===== config.mk =====
export PLATFORM = sky130hd
export DESIGN_NAME = pc_sequencer_flat
export DESIGN_NICKNAME = d
export VERILOG_FILES = /design/src/rtl/pc_sequencer_pkg.sv /design/src/rtl/pc_sequencer_if.sv /design/src/rtl/pc_sequencer_branch_target_calc.sv /design/src/rtl/pc_sequencer.sv /design/src/flat_wrapper.sv
export SDC_FILE = /design/constraint.sdc
export NUM_CORES = 1
export LEC_CHECK = 0
export BUFFER_PORTS_ARGS = -buffer_cell sky130_fd_sc_hd__buf_2
export CAP_MARGIN = 15
export CORE_MARGIN = 3
export CORE_UTILIZATION = 51
export DETAILED_ROUTE_END_ITERATION = 12
export HOLD_SLACK_MARGIN = 0.05
export PLACE_DENSITY = 0.77
export SETUP_SLACK_MARGIN = 0.3
export SYNTH_ARGS = -nofsm -noshare
export SYNTH_HDL_FRONTEND = slang
export SYNTH_SLANG_ARGS = --single-unit

===== constraint.sdc =====
create_clock -name clk -period 2.3 [get_ports clk]
set_clock_uncertainty 0.15 [all_clocks]
set_input_delay 0.345 -clock clk [delete_from_list [all_inputs] [get_ports clk]]
set_output_delay 0.345 -clock clk [all_outputs]
set_load 0.005 [all_outputs]

===== src/rtl/pc_sequencer_pkg.sv =====
// Shared constants, state type and helpers for the program-counter/fetch sequencer.
package pc_sequencer_pkg;

  localparam int unsigned XLEN      = 32;
  localparam int unsigned OPC_W     = 6;
  localparam int unsigned CNT_W_DEF = 16;

  localparam logic [OPC_W-1:0] OPC_J    = 6'h02;
  localparam logic [OPC_W-1:0] OPC_BEQ  = 6'h08;
  localparam logic [OPC_W-1:0] OPC_BNE  = 6'h09;
  localparam logic [OPC_W-1:0] OPC_BLEZ = 6'h0A;
  localparam logic [OPC_W-1:0] OPC_BGTZ = 6'h0B;
  localparam logic [OPC_W-1:0] OPC_BGE  = 6'h0C;
  localparam logic [OPC_W-1:0] OPC_BLT  = 6'h0D;

  typedef enum logic {
    RUN     = 1'b0,
    BR_WAIT = 1'b1
  } seq_state_t;

  function automatic logic [XLEN-1:0] sext16(input logic [15:0] imm);
    return {{16{imm[15]}}, imm};
  endfunction

endpackage


===== src/rtl/pc_sequencer_if.sv =====
// Decode/fetch/branch-decision signal bundle between the sequencer and its neighbours.
interface pc_sequencer_if #(
  parameter int unsigned CNT_W = 16
);
  logic             stall_i;
  logic             ir_valid_i;
  logic [31:0]      ir_i;
  logic [31:0]      ir_pc_i;
  logic             branch_yes_i;
  logic             imem_ready_i;
  logic [31:0]      pc_o;
  logic             imem_req_o;
  logic             flush_o;
  logic [CNT_W-1:0] redirect_cnt_o;

  modport master (
    input  stall_i, ir_valid_i, ir_i, ir_pc_i, branch_yes_i, imem_ready_i,
    output pc_o, imem_req_o, flush_o, redirect_cnt_o
  );

  modport slave (
    output stall_i, ir_valid_i, ir_i, ir_pc_i, branch_yes_i, imem_ready_i,
    input  pc_o, imem_req_o, flush_o, redirect_cnt_o
  );
endinterface


===== src/rtl/pc_sequencer_branch_target_calc.sv =====
// Combinational branch and jump target computation from the decoded instruction.
module branch_target_calc
  import pc_sequencer_pkg::*;
(
  input  logic [XLEN-1:0] ir_i,
  input  logic [XLEN-1:0] ir_pc_i,
  output logic [XLEN-1:0] br_tgt,
  output logic [XLEN-1:0] j_tgt
);

  logic [XLEN-1:0] seq_pc;
  logic            unused_opc;

  assign seq_pc     = ir_pc_i + XLEN'(4);
  assign br_tgt     = seq_pc + (sext16(ir_i[15:0]) << 2);
  assign j_tgt      = {seq_pc[31:28], ir_i[25:0], 2'b00};
  // Opcode is decoded by the sequencer, not here.
  assign unused_opc = ^ir_i[31:26];

endmodule


===== src/rtl/pc_sequencer.sv =====
// Fetch PC sequencer: decodes branches/jumps, waits for the comparator decision,
// redirects fetch, flushes the shadow slot and counts redirects.
module pc_sequencer
  import pc_sequencer_pkg::*;
#(
  parameter logic [31:0] RESET_PC  = 32'h0000_0000,
  parameter logic [5:0]  OPC_BR_LO = 6'h08,
  parameter logic [5:0]  OPC_BR_HI = 6'h0D,
  parameter logic [5:0]  OPC_J     = 6'h02,
  parameter int unsigned CNT_W     = 16
) (
  input  logic           clk,
  input  logic           rst_n,
  pc_sequencer_if.master bus
);

  localparam int unsigned WA_W = XLEN - 2;

  seq_state_t       state_q, state_d;
  logic [WA_W-1:0]  pc_q, pc_d;
  logic [WA_W-1:0]  tgt_q, tgt_d;
  logic             req_q, req_d;
  logic             flush_q, flush_d;
  logic [CNT_W-1:0] cnt_q, cnt_d;
  logic [XLEN-1:0]  br_tgt, j_tgt;
  logic [OPC_W-1:0] opc;
  logic             ir_live, is_br, is_j, fire, redirect;
  logic             unused_lsb;

  branch_target_calc u_btc (
    .ir_i    (bus.ir_i),
    .ir_pc_i (bus.ir_pc_i),
    .br_tgt  (br_tgt),
    .j_tgt   (j_tgt)
  );

  // PC is kept word-aligned, so target byte offsets are dropped.
  assign unused_lsb = ^{br_tgt[1:0], j_tgt[1:0]};

  // The instruction behind a redirect (flush_q high) is the shadow and is never decoded.
  assign opc     = bus.ir_i[31:26];
  assign ir_live = bus.ir_valid_i && !flush_q && !bus.stall_i && (state_q == RUN);
  assign is_br   = ir_live && (opc >= OPC_BR_LO) && (opc <= OPC_BR_HI);
  assign is_j    = ir_live && (opc == OPC_J);
  assign fire    = req_q && bus.imem_ready_i && !bus.stall_i;

  always_ff @(posedge clk or negedge rst_n) begin
    if (!rst_n) state_q <= RUN;
    else        state_q <= state_d;
  end

  always_comb begin
    state_d = state_q;
    if (!bus.stall_i) begin
      case (state_q)
        RUN:     if (is_br) state_d = BR_WAIT;
        BR_WAIT: state_d = RUN;
        default: state_d = RUN;
      endcase
    end
  end

  // Next values of PC, target, request, flush and counter.
  always_comb begin
    pc_d     = pc_q;
    tgt_d    = tgt_q;
    req_d    = req_q;
    flush_d  = flush_q;
    cnt_d    = cnt_q;
    redirect = 1'b0;
    if (!bus.stall_i) begin
      flush_d = 1'b0;
      req_d   = (state_d == RUN);
      case (state_q)
        RUN: begin
          if (fire)  pc_d  = pc_q + WA_W'(1);
          if (is_br) tgt_d = br_tgt[XLEN-1:2];
          if (is_j) begin
            pc_d     = j_tgt[XLEN-1:2];
            redirect = 1'b1;
          end
        end
        BR_WAIT: begin
          if (bus.branch_yes_i) begin
            pc_d     = tgt_q;
            redirect = 1'b1;
          end
        end
        default: ;
      endcase
      if (redirect) begin
        flush_d = 1'b1;
        if (cnt_q != {CNT_W{1'b1}}) cnt_d = cnt_q + CNT_W'(1);
      end
    end
  end

  always_ff @(posedge clk or negedge rst_n) begin
    if (!rst_n) begin
      pc_q    <= RESET_PC[XLEN-1:2];
      tgt_q   <= '0;
      req_q   <= 1'b0;
      flush_q <= 1'b0;
      cnt_q   <= '0;
    end else begin
      pc_q    <= pc_d;
      tgt_q   <= tgt_d;
      req_q   <= req_d;
      flush_q <= flush_d;
      cnt_q   <= cnt_d;
    end
  end

  assign bus.pc_o           = {pc_q, 2'b00};
  assign bus.imem_req_o     = req_q && !bus.stall_i;
  assign bus.flush_o        = flush_q;
  assign bus.redirect_cnt_o = cnt_q;

endmodule

===== src/flat_wrapper.sv =====
// flat-port wrapper written by rule: the top's interface ports become plain ports
module pc_sequencer_flat import pc_sequencer_pkg::*;
#(
  parameter logic [31:0] RESET_PC  = 32'h0000_0000,
  parameter logic [5:0]  OPC_BR_LO = 6'h08,
  parameter logic [5:0]  OPC_BR_HI = 6'h0D,
  parameter logic [5:0]  OPC_J     = 6'h02,
  parameter int unsigned CNT_W     = 16
)
  (clk, rst_n, bus_stall_i, bus_ir_valid_i, bus_ir_i, bus_ir_pc_i, bus_branch_yes_i, bus_imem_ready_i, bus_pc_o, bus_imem_req_o, bus_flush_o, bus_redirect_cnt_o);
  pc_sequencer_if #(.CNT_W(CNT_W)) bus_i ();
  input  logic clk;
  input  logic rst_n;
  input wire logic [$bits(bus_i.stall_i)-1:0] bus_stall_i;
  input wire logic [$bits(bus_i.ir_valid_i)-1:0] bus_ir_valid_i;
  input wire logic [$bits(bus_i.ir_i)-1:0] bus_ir_i;
  input wire logic [$bits(bus_i.ir_pc_i)-1:0] bus_ir_pc_i;
  input wire logic [$bits(bus_i.branch_yes_i)-1:0] bus_branch_yes_i;
  input wire logic [$bits(bus_i.imem_ready_i)-1:0] bus_imem_ready_i;
  output wire logic [$bits(bus_i.pc_o)-1:0] bus_pc_o;
  output wire logic [$bits(bus_i.imem_req_o)-1:0] bus_imem_req_o;
  output wire logic [$bits(bus_i.flush_o)-1:0] bus_flush_o;
  output wire logic [$bits(bus_i.redirect_cnt_o)-1:0] bus_redirect_cnt_o;
  assign bus_i.stall_i = bus_stall_i;
  assign bus_i.ir_valid_i = bus_ir_valid_i;
  assign bus_i.ir_i = bus_ir_i;
  assign bus_i.ir_pc_i = bus_ir_pc_i;
  assign bus_i.branch_yes_i = bus_branch_yes_i;
  assign bus_i.imem_ready_i = bus_imem_ready_i;
  assign bus_pc_o = bus_i.pc_o;
  assign bus_imem_req_o = bus_i.imem_req_o;
  assign bus_flush_o = bus_i.flush_o;
  assign bus_redirect_cnt_o = bus_i.redirect_cnt_o;
  pc_sequencer #(.RESET_PC(RESET_PC), .OPC_BR_LO(OPC_BR_LO), .OPC_BR_HI(OPC_BR_HI), .OPC_J(OPC_J), .CNT_W(CNT_W)) u_core (.clk(clk), .rst_n(rst_n), .bus(bus_i));
endmodule

# --- Word level (Yosys, flattened, before mapping) ---
# Index checks and enable logic that the tools add are counted.
classes:
  n_addsub: 4
  n_lt_le_gt_ge: 2
  n_eq_ne: 4
  mux: 12
  bitwise: 3
  n_reduce_logical: 14
ops:
  columns: ["cell", "count"]
  rows:
  - ["two-way mux 30 bit", 3]
  - ["case mux 30 bit (2 select lines)", 1]
  - ["adder 32 x 3 -> 32 bit (second input constant)", 1]
  - ["adder 32 bit", 1]
  - ["adder 30 x 1 -> 30 bit (second input constant)", 1]
  - ["adder 16 x 1 -> 16 bit (second input constant)", 1]
  - ["!= test 16 bit (second input constant)", 1]
  - ["logical AND 1 bit", 9]
  - ["AND reduction 3 bit", 3]
  - ["== test 6 x 2 -> 1 bit (second input constant)", 1]
  - [">= comparator 6 x 4 -> 1 bit (second input constant)", 1]
  - ["<= comparator 6 x 4 -> 1 bit (second input constant)", 1]
  - ["two-way mux 1 bit", 6]
  - ["case mux 1 bit (2 select lines)", 2]
  - ["!= test 3 x 1 -> 1 bit (second input constant)", 1]
  - ["inverter 1 bit", 3]
  - ["zero test 1 bit", 2]
  - ["!= test 2 bit (second input constant)", 1]
totals:
  ff_bits: 79
  in_bits: 70
  out_inout_bits: 50

# --- Longest topological paths before layout ---
depth:
  ltp_word: 10
  depth_mapped: 15

# --- Cells and area by module ---
# A second synthesis with hierarchy kept.
unflattened:
  cells_unflattened: 752
  area_unflattened_um2: 6607.6
modules_own_cells:
  columns: ["module", "instances", "cells_per_inst", "area_per_inst_um2", "seq_area_each_um2"]
  rows:
  - ["pc_sequencer", 1, 408, 4169.0, 1976.9]
  - ["branch_target_calc", 1, 344, 2438.6, 0.0]

# --- Least setup slack after synthesis ---
# No wires, ideal clock.
synth_path:
  path_type: "input-to-reg"
  from: "input bus_ir_pc_i[4]"
  to: "register u_core.tgt_q[29]"
  setup_ns: 0.129
  arrival_ns: 3.039
  slack_ns: -1.018
  path_stages: 15
  n_path_buf: 1
  cell_sequence: "nand4_1 -> nor3_1 -> and3_1 -> nand2_1 -> xnor2_1 -> ha_1 -> clkbuf_1 -> a21o_1 -> a31oi_1 -> o21ai_0 -> a32o_1 -> a31oi_1 -> a41oi_1 -> xnor2_1 -> o21ai_1"
synth_via:
  elab_chain_cells: 2
synth_lines:
  columns: ["element", "line_no", "source"]
  rows:
  - ["start: declaration", "flat_wrapper.sv:17", "input wire logic [$bits(bus_i.ir_pc_i)-1:0] bus_ir_pc_i;"]
  - ["adder 32 x 3 -> 32 bit", "pc_sequencer_branch_target_calc.sv:14", "assign seq_pc = ir_pc_i + XLEN'(4);"]
  - ["adder 32 bit", "pc_sequencer_branch_target_calc.sv:15", "assign br_tgt = seq_pc + (sext16(ir_i[15:0]) << 2);"]
  - ["end signal: assignment", "pc_sequencer.sv:107", "tgt_q <= tgt_d;"]
  - ["end: declaration", "pc_sequencer.sv:21", "logic [WA_W-1:0] tgt_q, tgt_d;"]
# No other way between the ends.
# A chain may end at the register's enable or synchronous reset.

# --- Final worst setup path ---
layout_path:
  from: "input bus_ir_pc_i[7]"
  to: "register u_core.tgt_q[22]"
# Same word-level chain as after synthesis.

==> metrics.txt <==
first-pass GRT wire length roughly 38 mm; Crit path largest cell delay between 200 and 300 ps; Final setup viols approximately 50; Post-Synthesis Cells between 700 and 800; share of layout cells above drive strength 1 between 40% and 50%; part of the cycle the worst path needs 132%; CTS clk-pin slew, worst paths 70 ps; CP endpoint kind register; Layout area overhead 66.2%; f_max 328 MHz; DRC errors left 2; Final Slew Violations 0; Final min period just over 3000 ps; Max VDD drop approximately 460 uV; Initial Util between 50% and 60%; Clock Path Buffers 2; synth top area cells dfrtp_1 (31%), xnor2_1 (8.4%), ha_1 (7.8%); vias in the first global route 7591; Synth Cell Area around 6300 um^2; CTS tree done; die height roughly 120 um; Max-Cap Viols 0; setup ws final -747 ps; RSZ-0062 raised after global routing true; count leader, synth nand2_1; syn_area_per_cell 8.23 um^2; largest net degree at the start of global routing 55; Post-synth top cells nand2_1 (95), dfrtp_1 (79), nor2_1 (60), xnor2_1 (60), a21oi_1 (50); Vias per Instance approximately 6.8; # fillers 501; ys async rst share 100%; average wire per standard cell between 20 and 25 um; core area roughly 12000 um^2; Startpoint Class input port; Power Dens Cells 642 nW/um^2; number of DRC markers in iteration 0 roughly 1600; Routed Wire Length 30.5 mm; Crit Path Class in -> reg; final hold vios 0; GR Overflow Total 0; Final nets ~1200; top cell type's share of synthesized area between 30% and 40%; later-pin clock latency in the skew report about 350 ps; max_slew headroom 35.1%; antenna violations before repair 1; DP HPWL ~15 mm; die footprint 13700 um^2; CP Data Required Time between 2000 and 2500 ps; Ant. Diodes 0; Place WS -1070 ps; yosys warns 0; IO Pins 120; CP cell instances buf_6, nand4_1, buf_6, buf_4, nor2_4, xor2_2, ha_1, buf_4, buf_4, o211ai_1, nor2_2, o2111ai_2, a21oi_2, o21a_2, o211ai_1, a211o_1, nand3_1; Worst Tran Pin Value between 900 and 1000 ps; antenna viol nets, final 0; Final GP Congestion roughly 0.9; EDFF count, synth 0; CTS Root Buffer Type clkbuf_16; Core Rows 39; Slowest-stage cell, CP ha_1; type of the worst min-delay path in -> reg; clock sink count 79; flip-flop and latch count after synthesis 79; Netlist cell types 61; Die X 117 um; 1st-pass router iterations 13; Vias 8372; CP arrival between 3000 and 4000 ps; most area-hungry cell type in the Yosys netlist dfrtp_1; Num CTS Buffers 9; CTS H-Tree Depth 3; setup_tns -14870 ps; outcome complete, but fails checks; crit path max fanout 6; Leakage about 5 nW; failing checks design-rule violations, negative setup slack; PortBufs between 100 and 150; Top FF cell, synth dfrtp_1; most frequent CP cell buf_4; post-synthesis sequential area ratio between 30% and 40%; Total GRT Usage 35.3%
==> stage by stage <==
step / total power [W] / cell area [um^2] / hold slack (ps) / cells / utilization, %
after floorplan: 0.00308 / 6550 / -101 / 765 / -
after global placement: 0.00397 / 8450 / 165 / 1163 / 72.1
after detailed placement: 0.00408 / 8450 / 173 / 1163 / 72.1
after CTS: 0.00594 / 9770 / 190 / 1213 / 83.4
after global routing: 0.00688 / 10500 / 235 / 1236 / 89.3
final: 0.00671 / 10500 / 200 / 1236 / 89.3
==> final cells by class <==
class	instances	area, um^2	share of cell area [%]
repair buffers	350	2710	25.9
multi-input cells	635	5230	50.0
flip-flops and latches	79	1980	19.0
clock buffers	13	240	2.30
clock inverters	3	67.6	0.646
well taps	143	179	1.71
inverters	13	48.8	0.467
==> state kept, by name (all words and copies together), names as in the netlist <==
signal and cells:
u_core.tgt_q 30, u_core.state_q 1, u_core.bus.flush_o 1, u_core.bus.redirect_cnt_o 16
u_core.req_q 1, u_core.pc_q 30
==> worst paths after layout <==
kind | to | start | cells after the start | slack (ps)
min in group asynchronous | u_core.bus.redirect_cnt_o[15] | rst_n | 2 | 360
setup reg to reg | u_core.pc_q[12] | u_core.state_q | 7 | -380
hold / removal | u_core.pc_q[19] | bus_ir_i[19] | 3 | 200
max in group asynchronous | u_core.pc_q[1] | rst_n | 3 | 990
setup / recovery | u_core.tgt_q[22] | bus_ir_pc_i[7] | 17 | -750
hold reg to reg | u_core.bus.redirect_cnt_o[3] | u_core.bus.redirect_cnt_o[3] | 1 | 370
==> power by group <==
part / internal, W / total, W / switching (W) / leakage [nW]
sequential: 0.00172 / 0.00220 / 0.000479 / 1.03
combinational: 0.00141 / 0.00295 / 0.00154 / 3.79
clock: 0.000954 / 0.00156 / 0.000602 / 0.144
==> kinds of logic (layout without fill, tap and decap cells) <==
kind of cell    after synthesis  count (layout)  share of synthesized area (%)
compound gates              212             212                           21.8
xor+xnor                     86              86                           12.0
fa+ha+maj                    40              40                           8.08
buf+inv                      51             379                           3.46
flops                        79              79                           31.4
mux                           2               2                          0.358
other cells                   1               2                         0.0596
simple gates                293             293                           22.9
==> placed cells by master, fill, tap and decap left out, types with 10 or more instances in the layout <==
cell / count
a211oi_1: 16
nand3_1: 28
a21o_1: 17
xnor2_2: 15
nor2_1: 50
inv_1: 13
nand4_1: 25
nor3_1: 11
o21ai_2: 22
nand2_4: 16
buf_4: 201
a21oi_1: 35
o21ai_1: 20
o21ai_0: 13
and3_1: 14
buf_2: 108
ha_1: 29
xor2_1: 23
nand2_1: 73
xnor2_1: 44
a21oi_2: 10
buf_6: 23
nand3_2: 11
dfrtp_1: 73
==> repair_timing <==
action | 4_1_cts | 5_1_grt
gates resized for setup | 130 | 98
setup buffers | 26 | 23
endpoints found under the hold margin | 33 | 0
setup endpoints to repair | 68 | 75
gates cloned | 7 | 0
hold buffers | 1 | 0
pin swaps | 62 | 67
==> layer usage <==
metal	part of all wire (%)	track usage, %	vias to the layer above
li1	-	-	3425
met1	35	45.2	3853
met2	45	57.7	798
met3	12	7.35	292
met4	8.1	15.7	4
met5	0.25	0	-
==> critical path, delay by kind of cell <==
kind	cells	cell delay, ps
adders and majority gates	1	290
and+or+nand+nor	4	430
AOI/OAI and AO/OA	6	1180
buffers and inverters	5	670
xor gates and xnor gates	1	200
No activity file was read; power rests on OpenSTA's default activity.
